$ cat src/rtl/bcd_pkg.sv
// Shared types, constants and helpers for the decimal keypad BCD encoder.
// The encoder top and the one-hot classifier both import this package.
package bcd_pkg;

    localparam int BCD_W   = 4;
    localparam int NUM_DEC = 10;

    typedef enum logic [1:0] {
        S_IDLE     = 2'd0,
        S_DEBOUNCE = 2'd1,
        S_EMIT     = 2'd2,
        S_RELEASE  = 2'd3
    } kp_state_t;

    // Index of the highest set key line; only meaningful when exactly one line is set.
    function automatic logic [BCD_W-1:0] onehot10_to_bcd(input logic [NUM_DEC-1:0] onehot);
        logic [BCD_W-1:0] bcd;
        bcd = 4'd0;
        for (int i = 0; i < NUM_DEC; i++) begin
            if (onehot[i]) begin
                bcd = BCD_W'(i);
            end else begin
                bcd = bcd;
            end
        end
        return bcd;
    endfunction

    function automatic logic [NUM_DEC-1:0] bcd_to_onehot10(input logic [BCD_W-1:0] bcd);
        return 10'd1 << bcd;
    endfunction

endpackage

$ cat src/rtl/onehot10_classify.sv
// Combinational classifier for ten key lines: none, single (with index) or multiple.
module onehot10_classify
    import bcd_pkg::*;
(
    input  logic [NUM_DEC-1:0] key_q,
    output logic               is_none,
    output logic               is_single,
    output logic               is_multi,
    output logic [BCD_W-1:0]   idx
);

    logic [3:0] ones_s;

    // Population count of the key lines.
    always_comb begin
        ones_s = 4'd0;
        for (int i = 0; i < NUM_DEC; i++) begin
            ones_s = ones_s + {3'd0, key_q[i]};
        end
    end

    assign is_none   = (ones_s == 4'd0);
    assign is_single = (ones_s == 4'd1);
    assign is_multi  = (ones_s > 4'd1);
    assign idx       = onehot10_to_bcd(key_q);

endmodule

$ cat src/rtl/decimal_keypad_bcd_encoder.sv
// Debounces one-hot decimal keys, encodes each accepted press to BCD and
// shifts it into a packed multi-digit register (newest digit in the low nibble).
module decimal_keypad_bcd_encoder
    import bcd_pkg::*;
#(
    parameter int DIGITS   = 4,
    parameter int DEBOUNCE = 4
) (
    input  logic                        clk,
    input  logic                        rst_n,
    input  logic [9:0]                  key_in,
    input  logic                        clr,
    output logic                        bcd_valid,
    output logic [3:0]                  bcd_digit,
    output logic [4*DIGITS-1:0]         bcd_value,
    output logic [$clog2(DIGITS+1)-1:0] digit_count,
    output logic                        overflow,
    output logic                        multi_err
);

    localparam int CNT_W = $clog2(DEBOUNCE + 1);
    localparam int DC_W  = $clog2(DIGITS + 1);

    kp_state_t              state_r, state_next_s;
    logic [CNT_W-1:0]       cnt_r, cnt_next_s;
    logic [BCD_W-1:0]       cand_r, cand_next_s;
    logic [NUM_DEC-1:0]     key_q_r;
    logic                   multi_set_s;
    logic                   emit_s;

    logic                   bcd_valid_r;
    logic [BCD_W-1:0]       bcd_digit_r;
    logic [4*DIGITS-1:0]    bcd_value_r;
    logic [4*DIGITS-1:0]    shifted_s;
    logic [DC_W-1:0]        digit_count_r;
    logic                   overflow_r;
    logic                   multi_err_r;

    logic                   is_none_s, is_single_s, is_multi_s;
    logic [BCD_W-1:0]       idx_s;

    onehot10_classify u_classify (
        .key_q     (key_q_r),
        .is_none   (is_none_s),
        .is_single (is_single_s),
        .is_multi  (is_multi_s),
        .idx       (idx_s)
    );

    generate
        if (DIGITS == 1) begin : g_single_digit
            assign shifted_s = cand_r;
        end else begin : g_multi_digit
            assign shifted_s = {bcd_value_r[4*DIGITS-5:0], cand_r};
        end
    endgenerate

    // Input register plus FSM state, debounce counter and candidate key.
    always_ff @(posedge clk or negedge rst_n) begin
        if (!rst_n) begin
            key_q_r <= 10'd0;
            state_r <= S_IDLE;
            cnt_r   <= '0;
            cand_r  <= 4'd0;
        end else begin
            key_q_r <= key_in;
            state_r <= state_next_s;
            cnt_r   <= cnt_next_s;
            cand_r  <= cand_next_s;
        end
    end

    // Next-state logic; clear forces RELEASE so a held key is not re-emitted.
    always_comb begin
        state_next_s = state_r;
        cnt_next_s   = cnt_r;
        cand_next_s  = cand_r;
        multi_set_s  = 1'b0;
        if (clr) begin
            state_next_s = S_RELEASE;
            cnt_next_s   = '0;
        end else begin
            case (state_r)
                S_IDLE: begin
                    if (is_single_s) begin
                        state_next_s = S_DEBOUNCE;
                        cand_next_s  = idx_s;
                        cnt_next_s   = CNT_W'(1);
                    end else if (is_multi_s) begin
                        multi_set_s  = 1'b1;
                    end else begin
                        state_next_s = S_IDLE;
                    end
                end
                S_DEBOUNCE: begin
                    if (key_q_r == bcd_to_onehot10(cand_r)) begin
                        if (cnt_r == CNT_W'(DEBOUNCE - 1)) begin
                            state_next_s = S_EMIT;
                        end else begin
                            cnt_next_s = cnt_r + CNT_W'(1);
                        end
                    end else begin
                        state_next_s = S_IDLE;
                        cnt_next_s   = '0;
                        multi_set_s  = is_multi_s;
                    end
                end
                S_EMIT: begin
                    state_next_s = S_RELEASE;
                    cnt_next_s   = '0;
                end
                S_RELEASE: begin
                    if (is_none_s) begin
                        if (cnt_r == CNT_W'(DEBOUNCE - 1)) begin
                            state_next_s = S_IDLE;
                            cnt_next_s   = '0;
                        end else begin
                            cnt_next_s = cnt_r + CNT_W'(1);
                        end
                    end else begin
                        cnt_next_s = '0;
                    end
                end
                default: begin
                    state_next_s = S_IDLE;
                    cnt_next_s   = '0;
                end
            endcase
        end
    end

    assign emit_s = (state_next_s == S_EMIT);

    // Output registers and digit accumulator, all updated on the edge entering EMIT.
    always_ff @(posedge clk or negedge rst_n) begin
        if (!rst_n) begin
            bcd_valid_r   <= 1'b0;
            bcd_digit_r   <= 4'd0;
            bcd_value_r   <= '0;
            digit_count_r <= '0;
            overflow_r    <= 1'b0;
            multi_err_r   <= 1'b0;
        end else if (clr) begin
            bcd_valid_r   <= 1'b0;
            bcd_value_r   <= '0;
            digit_count_r <= '0;
            overflow_r    <= 1'b0;
            multi_err_r   <= 1'b0;
        end else begin
            bcd_valid_r <= emit_s;
            if (emit_s) begin
                bcd_digit_r <= cand_r;
                bcd_value_r <= shifted_s;
                if (digit_count_r == DC_W'(DIGITS)) begin
                    overflow_r <= 1'b1;
                end else begin
                    digit_count_r <= digit_count_r + DC_W'(1);
                end
            end
            if (multi_set_s) begin
                multi_err_r <= 1'b1;
            end
        end
    end

    assign bcd_valid   = bcd_valid_r;
    assign bcd_digit   = bcd_digit_r;
    assign bcd_value   = bcd_value_r;
    assign digit_count = digit_count_r;
    assign overflow    = overflow_r;
    assign multi_err   = multi_err_r;

endmodule

$ cat config.mk
export PLATFORM = sky130hd
export DESIGN_NAME = decimal_keypad_bcd_encoder
export DESIGN_NICKNAME = d
export VERILOG_FILES = /design/src/rtl/bcd_pkg.sv /design/src/rtl/onehot10_classify.sv /design/src/rtl/decimal_keypad_bcd_encoder.sv
export SDC_FILE = /design/constraint.sdc
export NUM_CORES = 1
export LEC_CHECK = 0
export CORE_MARGIN = 4
export CORE_UTILIZATION = 46
export CTS_CLUSTER_DIAMETER = 150
export DETAILED_ROUTE_END_ITERATION = 7
export PLACE_DENSITY = 0.7
export SETUP_SLACK_MARGIN = 0.02
export SLEW_MARGIN = 20
export SYNTH_ARGS = -nofsm -noshare
export SYNTH_HDL_FRONTEND = slang
export SYNTH_HIERARCHICAL = 1
export SYNTH_SLANG_ARGS = --single-unit
$ cat constraint.sdc
create_clock -name clk -period 8.9 [get_ports clk]
set_clock_uncertainty 0.2 [all_clocks]
set_input_delay 1.335 -clock clk [delete_from_list [all_inputs] [get_ports clk]]
set_output_delay 1.335 -clock clk [all_outputs]
set_load 0.01 [all_outputs]
# ---- Word-level counts from Yosys, hierarchy flattened
# Index checks and enable logic that the tools add are counted.
dict set report classes {
  addsub 11
  magnitude_cmp 1
  n_eq_ne 11
  n_shift 1
  n_mux 40
  n_bitwise 1
  n_reduce_logical 10
}
# op count
set op_table {}
lappend op_table {{3-bit two-way mux} 13}
lappend op_table {{4-bit by 1-bit adder with 4-bit output} 8}
lappend op_table {{16-bit two-way mux} 2}
lappend op_table {{2-bit two-way mux} 9}
lappend op_table {{3-bit case mux with 4 select lines} 1}
lappend op_table {{1-bit two-way mux} 11}
lappend op_table {{10-bit equality test} 1}
lappend op_table {{1-bit by 4-bit left shift with 10-bit output, first input constant} 1}
lappend op_table {{4-bit two-way mux} 2}
lappend op_table {{2-bit case mux with 4 select lines} 1}
lappend op_table {{2-bit AND reduction} 4}
lappend op_table {{3-bit by 1-bit adder with 3-bit output, second input constant} 2}
lappend op_table {{2-bit equality test, second input constant} 3}
lappend op_table {{2-bit nonzero test} 3}
lappend op_table {{4-bit by 1-bit equality test with 1-bit output, second input constant} 1}
lappend op_table {{4-bit by 1-bit greater-than comparator with 1-bit output, second input constant} 1}
lappend op_table {{4-bit zero test} 1}
lappend op_table {{4-bit inequality test, second input constant} 1}
lappend op_table {{3-bit by 2-bit equality test with 1-bit output, second input constant} 1}
lappend op_table {{3-bit equality test, second input constant} 1}
lappend op_table {{3-bit inequality test, second input constant} 1}
lappend op_table {{3-bit AND reduction} 1}
lappend op_table {{1-bit by 1-bit adder with 2-bit output} 1}
lappend op_table {{2-bit by 1-bit equality test with 1-bit output, second input constant} 1}
lappend op_table {{other kinds (4)} 4}
dict set report totals {
  reg_bits 45
  in_bits 13
  output_inout_bits 26
  elab_cells 85
}

# ---- Depth between registers and ports, before layout
dict set report depth {
  ltp_word 17
  mapped_depth 14
  depth_no_buf 14
}

# ---- Cells and area by module
# The synthesis kept the hierarchy.
# module instances cells_per_inst area_each_um2 seq_area_each_um2
set by_module_without_submodules {}
lappend by_module_without_submodules {decimal_keypad_bcd_encoder 1 194 2228.4 1126.1}
lappend by_module_without_submodules {onehot10_classify 1 32 281.5 0.0}

# ---- Worst setup path after synthesis
# Ideal clock, no wire load.
dict set report synth_timing {
  path_type {register to register}
  startpoint {reg key_q_r[0]}
  endpoint {reg cand_r[0]}
  setup_time_ns 0.125
  t_arrival_ns 3.955
  required_time_ns 8.575
  path_slack_ns 4.620
  stages_incl_launch_ff 12
  period_less_slack_ns 4.280
  cell_sequence {dfrtp_1 fa_1 inv_1 fa_1 fa_1 inv_1 ha_1 fa_1 mux2i_1 nor3b_1 nor4b_1 mux2_2}
}
dict set report synth_between {
  elab_chain_cells 11
}
# item line_no
set synth_lines {}
lappend synth_lines {{start: declaration} decimal_keypad_bcd_encoder.sv:27} ;# logic [NUM_DEC-1:0] key_q_r;
lappend synth_lines {{start signal: assignment} decimal_keypad_bcd_encoder.sv:66} ;# key_q_r <= key_in;
lappend synth_lines {{1-bit by 1-bit adder with 2-bit output} onehot10_classify.sv:18} ;# ones_s = ones_s + {3'd0, key_q[i]};
lappend synth_lines {{4-bit by 1-bit adder with 4-bit output (8 in series)} onehot10_classify.sv:18}
lappend synth_lines {{4-bit by 1-bit equality test with 1-bit output} onehot10_classify.sv:23} ;# assign is_single = (ones_s == 4'd1);
lappend synth_lines {{named net is_single_s} decimal_keypad_bcd_encoder.sv:39} ;# logic is_none_s, is_single_s, is_multi_s;
lappend synth_lines {{3-bit AND reduction (no source line)} n/a}
lappend synth_lines {{end signal: assignment} decimal_keypad_bcd_encoder.sv:69} ;# cand_r <= cand_next_s;
lappend synth_lines {{end: declaration} decimal_keypad_bcd_encoder.sv:26} ;# logic [BCD_W-1:0] cand_r, cand_next_s;
# The timed path passes the listed nets, and every way through them passes these cells.
# A chain may end at the register's enable or synchronous reset.

# ---- Worst setup path in the final report
dict set report layout_timing {
  startpoint {reg key_q_r[5]}
  endpoint {reg cand_r[1]}
}
dict set report layout_between {
  elab_chain_cells 7
  elab_cells_between_ends 12
}
# item line_no
set layout_lines {}
lappend layout_lines {{4-bit by 1-bit adder with 4-bit output (5 in series)} onehot10_classify.sv:18}
lappend layout_lines {{4-bit by 1-bit equality test with 1-bit output} onehot10_classify.sv:23}
lappend layout_lines {{named net is_single_s} decimal_keypad_bcd_encoder.sv:39}
lappend layout_lines {{3-bit AND reduction (no source line)} n/a}
# The timed path passes the listed nets, and every way through them passes these cells.

==> impl_metrics.ini <==
[routing]
drt_pass1_iterations = 4
antenna_left = 0
post_drt_wl_per_cell_um = 14.0
drcViolationCount = 0
drt_iter0_markers = 70
viasPerCell = 5.35
wl_um = 4630
vias = 1770

[place]
hpwl_um = 3290
dp_slack_ps = 4290
globalplace.congestion = 0.836
numPortBuffers = 38
dpl_cell_area_mm2 = 0.00290

[sta]
finalSetupViolations = 0
drv_slew = 0
clock.fmax_ghz = 0.218
finalHoldViolations = 0
timing.final.crit_period_ps = 4580
finalCritPeriodShare_pct = 51.4
worst_slew_pin_slew_ps = 993
slew_headroom_pct = 33.8
grt_setup_unrepaired = no
final.setup.tns_ps = 0
timing.final.ws_setup_ps = 4320

[synthesis]
synth-edff-count = 0
syn_inst = 226
yosysUniqueCellTypes = 46
synthArstFlopShare_pct = 100
synth_area_per_cell_um2 = 11.1
ys.flop_type = dfrtp_1
yosys_warnings = 6
synthTopCellsByCount = dfrtp_1 (45), mux2_2 (25), inv_1 (19), nor2b_1 (17), nor2_1 (12)
yosysMostFrequentCell = dfrtp_1
synth_top_family_by_area = simple AND/OR/NAND/NOR gates
synth_fp_nets = 252
syn_area_mm2 = 0.00251
muxShareOfSynthArea_pct = 12.4
synthSimpleGateAreaFrac_pct = 19.8
ys_ff_latch = 45
synth_xor_xnor_area_share_pct = 0
synthAdderAreaFrac_pct = 8.28
synth_top_area_share_pct = 44.9
synth_largest_area_cell = dfrtp_1
synth_compound_area_share_pct = 8.37
synth_top_cells_by_area = dfrtp_1 (45%), mux2_2 (11%), fa_1 (4.8%), nor2b_1 (4.2%), ha_1 (3.5%)
yosysSeqAreaShare_pct = 44.9

[cells_and_area]
fillers = 482
multiInputGateArea_mm2 = 0.00123
final-seq-area_mm2 = 0.00113
final_util_pct = 57.6
final_design_area_no_fill_mm2 = 0.00300
area_delta_synth_final_pct = 19.5
layout-drive-gt1-share_pct = 17.2
nNetsFinal = 286
antenna_cells = 0

[grt]
antenna_found_initial = 0
grt_use_total_pct = 15.4
grt_pass1_vias = 1772
grt_pass1_wl_um = 8040
grt_overflow = 0
grt_max_degree = 46

[pwr]
power_density_mw_per_mm2 = 139
power_uw = 418
vdd_drop_max_mv = 0.0910
p_leak_uw = 0.00130

[cts]
cts.clk_slew.worst_paths_ps = 80
insertion_delay_ps = 290
cts_max_level = 2
numCtsBuffers = 5
hold_buffers = 0
post_cts_buffers = 0
cts_tree = built
clockRootBuffer = clkbuf_8
clockBufferDepth = 2
cts.sinks = 45
cts_resized = 0

[worst_setup_path]
cp-start-kind = register
crit_type = register to register
endpoint_kind = register
path_max_fanout = 5
worstPathArrival_ps = 4560
worstPathRequired_ps = 8880

[run_status]
status = complete, no violations

[flow_run]
drv_cap = 0

[die]
die_height_um = 81.9
fp.coreArea_mm2 = 0.00520
io_pins = 39
initial_core_util_pct = 48.2
die-area_mm2 = 0.00670
rows = 26
die_w_um = 81.9

[worst_hold_path]
min-delay-path-class = register to register
where the power goes:
group	switching [µW]	internal [µW]
sequential	6.55	208
combinational	36.5	30.7
clock	66.1	70.2
cell families (layout without fill, tap and decap cells):
group                    count (synthesis)  in the layout
AO/OA/AOI/OAI                           29             29
adder cells (fa/ha/maj)                 13             13
buffers and inverters                   31             66
flip-flops                              45             45
multiplexers                            28             28
AND/OR/NAND/NOR                         80             80
worst paths after layout:
kind                                                from                          to  slack, ps  cells after the start
max in group asynchronous                          rst_n  digit_count[1]$_DFFE_PN0P_       7290                      1
worst max register to register      key_q_r[5]$_DFF_PN0_       cand_r[1]$_DFFE_PN0P_       4320                     11
worst min-delay path            bcd_digit[0]$_DFFE_PN0P_    bcd_digit[0]$_DFFE_PN0P_        310                      1
min in group asynchronous                          rst_n        cnt_r[0]$_DFFE_PN0P_        830                      1
worst max-delay path                key_q_r[5]$_DFF_PN0_       cand_r[1]$_DFFE_PN0P_       4320                     11
worst min register to register  bcd_digit[0]$_DFFE_PN0P_    bcd_digit[0]$_DFFE_PN0P_        310                      1
critical path, stage by stage, from the launching register on:
cell and delay (ps):
dfrtp_1 400, inv_1 100, fa_1 560, fa_1 430
fa_1 490, inv_1 40, ha_1 200, fa_1 390
mux2i_1 160, nor3b_1 380, nor4b_1 700, mux2_2 410
cell usage in the layout, fill, tap and decap left out, types with 2 or more instances in the layout:
cell type,Yosys,routed
dfrtp_1,45,45
clkdlybuf4s50_1,0,37
mux2_2,25,25
inv_1,19,19
nor2b_1,17,17
nor2_1,12,11
nand2_1,9,9
a21oi_1,8,8
ha_1,7,7
clkbuf_8,0,7
nor3_1,6,6
fa_1,6,6
nand3_1,5,5
nand3b_1,4,4
or3b_1,3,3
o22ai_1,3,3
a211oi_1,3,3
nand2b_1,3,3
or3_1,3,3
mux2i_1,3,3
nor4_1,3,3
nor3b_2,2,2
a22oi_1,2,2
o31ai_1,2,2
nor4b_1,2,2
a41oi_1,2,2
buf_4,3,2
nor3b_1,2,2
layout make-up:
class,count,share of cell area [%]
clock buffers,7,3.21
clock inverters,1,0.167
inverters,19,2.38
multi-input cells,150,41.0
flip-flops and latches,45,37.5
well taps,70,2.92
repair buffers,39,12.8
per-layer routing:
| layer | vias to the layer above | track usage [%] | routed length [µm] |
|---|---|---|---|
| li1 | 857 | - | - |
| met1 | 852 | 20.4 | 2100 |
| met2 | 52 | 24.7 | 2230 |
| met3 | 9 | 3.40 | 220 |
| met4 | 0 | 5.48 | 83 |
| met5 | - | 0 | 0 |
sequential cells by signal (all words and copies together) (netlist names):
register and cells:
bcd_digit 4, digit_count 3, key_q_r 10, bcd_valid 1, bcd_value 16, state_r 2
cand_r 4, cnt_r 3, multi_err 1, overflow 1
through the flow:
step | cells | hold WS, ps
after global placement | 323 | 296
after detailed placement | 323 | 298
after global routing | 331 | 343
after floorplan | 226 | 343
final | 331 | 313
after CTS | 331 | 321
Note: power is estimated with default switching activity, not from simulation.
==> edit: new RTL, same flow settings <==
Re-encode `kp_state_t` (4 states) as one-hot, 4 bits wide.
--- a/src/rtl/bcd_pkg.sv
+++ b/src/rtl/bcd_pkg.sv
@@ -5,11 +5,11 @@
     localparam int BCD_W   = 4;
     localparam int NUM_DEC = 10;
 
-    typedef enum logic [1:0] {
-        S_IDLE     = 2'd0,
-        S_DEBOUNCE = 2'd1,
-        S_EMIT     = 2'd2,
-        S_RELEASE  = 2'd3
+    typedef enum logic [3:0] {
+        S_IDLE     = 4'b0001,
+        S_DEBOUNCE = 4'b0010,
+        S_EMIT     = 4'b0100,
+        S_RELEASE  = 4'b1000
     } kp_state_t;
 
     // Index of the highest set key line; only meaningful when exactly one line is set.
Behaviour: same outputs for any inputs over 10 cycles, from zero or initial values and one cycle with rst_n low; not proved beyond that.
==> edit against the original RTL <==
  * Sequential cell count grew 2
  * Worst setup slack improved by 0.29 ns
  * Synthesized cell count is 10% higher
  * Area after synthesis grew 10%
  * Power grew 20%
  * Routed wire length grew 14%
  * Cell area grew 9.1%
  * Critical path depth stayed put
  * Critical path type unchanged
  * Critical endpoint is now cand_r[2]
  * Largest cell class unchanged
==> edit: results (changes against the original RTL) <==
Status
Outcome: finished, final reports clean (unchanged).

Logic synthesis
The net count of the mapped netlist is 275 (was 252). The average size of a mapped cell is 11.12 um^2 (was 11.11 um^2). The number of distinct library cells after synthesis is 53 (was 46). Biggest area contributors in the synthesized netlist: sky130_fd_sc_hd__dfrtp_1 (42%), sky130_fd_sc_hd__mux2_4 (9.8%), sky130_fd_sc_hd__nor2b_1 (4.5%) (was sky130_fd_sc_hd__dfrtp_1 (45%), sky130_fd_sc_hd__mux2_2 (11%), sky130_fd_sc_hd__fa_1 (4.8%)). Leading cell types by count after synthesis: sky130_fd_sc_hd__dfrtp_1 (46), sky130_fd_sc_hd__inv_1 (21), sky130_fd_sc_hd__nor2b_1 (20) (was sky130_fd_sc_hd__dfrtp_1 (45), sky130_fd_sc_hd__mux2_2 (25), sky130_fd_sc_hd__inv_1 (19)).

Power
The peak supply drop is 0.1124 mV (was 0.09101 mV). The static leakage is 1.448 nW (was 1.299 nW).

Clocking
The clock latency at the later pin of the worst-skew pair was 0.31 ns (was 0.29 ns).

Global routing
The wire length of the first global-routing pass came to 8852 um (was 8038 um). The pin count of the biggest net entering global routing is 48 (was 46). The number of global-route vias before repair was 1863 (was 1772).

Setup path
The slowest library cell on the worst path is sky130_fd_sc_hd__fa_1 (was sky130_fd_sc_hd__nor4b_1). The capturing element of the worst setup path is cand_r[2] (was cand_r[1]). The highest cell delay on the worst timing path is 0.56 ns (was 0.70 ns).

STA
The worst-case setup margin in the final layout is 4.615 ns (was 4.322 ns). The remaining max-slew budget at the tightest pin is 0.6107 (was 0.3376).

Routing
The detailed router's first-iteration violation count was 90 (was 70). The mean routed wirelength per cell was 14.82 um (was 13.97 um). The number of vias per cell after detailed routing was 5.374 (was 5.347).

Final layout
The area taken by flip-flops and latches is 1177 um^2 (was 1126 um^2). The post-route non-filler standard cell count came to 356 (was 331). The ratio of cells with drive above 1 in the final layout is 0.1690 (was 0.1724).

Place
The number of instances in the placed design was 348 (was 323). The HPWL after detailed placement came to 3679 um (was 3290 um). The instance area at placement is 3156 um^2 (was 2897 um^2).

Hold path
The launch point of the worst hold path is overflow (was bcd_digit[0]).
edit: changes by cell type in the layout (fill, tap and decap cells not counted), sizes merged, moves of 3 or more:
cell,before,now
nor2b,17,20
or3b,4,1
mux2,25,28
inv,19,22
nor2,12,16
or3,3,0
nand2,9,13
edit: kinds of logic (layout without fill, tap and decap cells):
kind of cell | Yosys count | count (layout) | synth area share
compound gates | 36 | 36 | 0.09765
xor+xnor | 1 | 1 | 0.003165
fa+ha+maj | 13 | 13 | 0.07505
buf+inv | 34 | 69 | 0.06194
flops | 47 | 47 | 0.4254
mux | 31 | 31 | 0.1492
simple gates | 87 | 87 | 0.1876
edit: worst max-delay path, delay by kind of cell, from the launching register on:
kind / cells / cell delay (ns)
simple gates: 2 / 0.86
fa+ha+maj: 5 / 2.08
flops: 1 / 0.43
mux: 2 / 0.46
buf+inv: 2 / 0.15
edit: power breakdown:
part / switching [mW] / internal [mW]
Combinational: 0.0501 / 0.0451
Sequential: 0.0202 / 0.223
Clock: 0.0778 / 0.0852
Total: 0.148 / 0.353
edit: layout make-up:
| class | instances | share of cell area |
|---|---|---|
| Multi-Input combinational cell | 168 | 0.4333 |
| Sequential cell | 47 | 0.3596 |
| Inverter | 21 | 0.02407 |
| Tap cell | 72 | 0.02751 |
| Clock buffer | 5 | 0.02102 |
| Clock inverter | 3 | 0.01452 |
| Timing Repair Buffer | 40 | 0.1200 |
edit: worst min path at each step:
stage	slack [ns]	end
floorplan	0.33	overflow
global placement	0.28	overflow
detailed placement	0.28	overflow
CTS	0.30	overflow
global route	0.33	overflow
finish	0.30	overflow
edit: routing by layer:
metal  vias to the layer above  GRT usage  routed length (um)
met2                        44     0.2479                2517
met5                         -          0                   0
li1                        937          -                   -
met3                         2    0.03362                 256
met4                         0    0.03453                  12
met1                       930     0.1977                2488
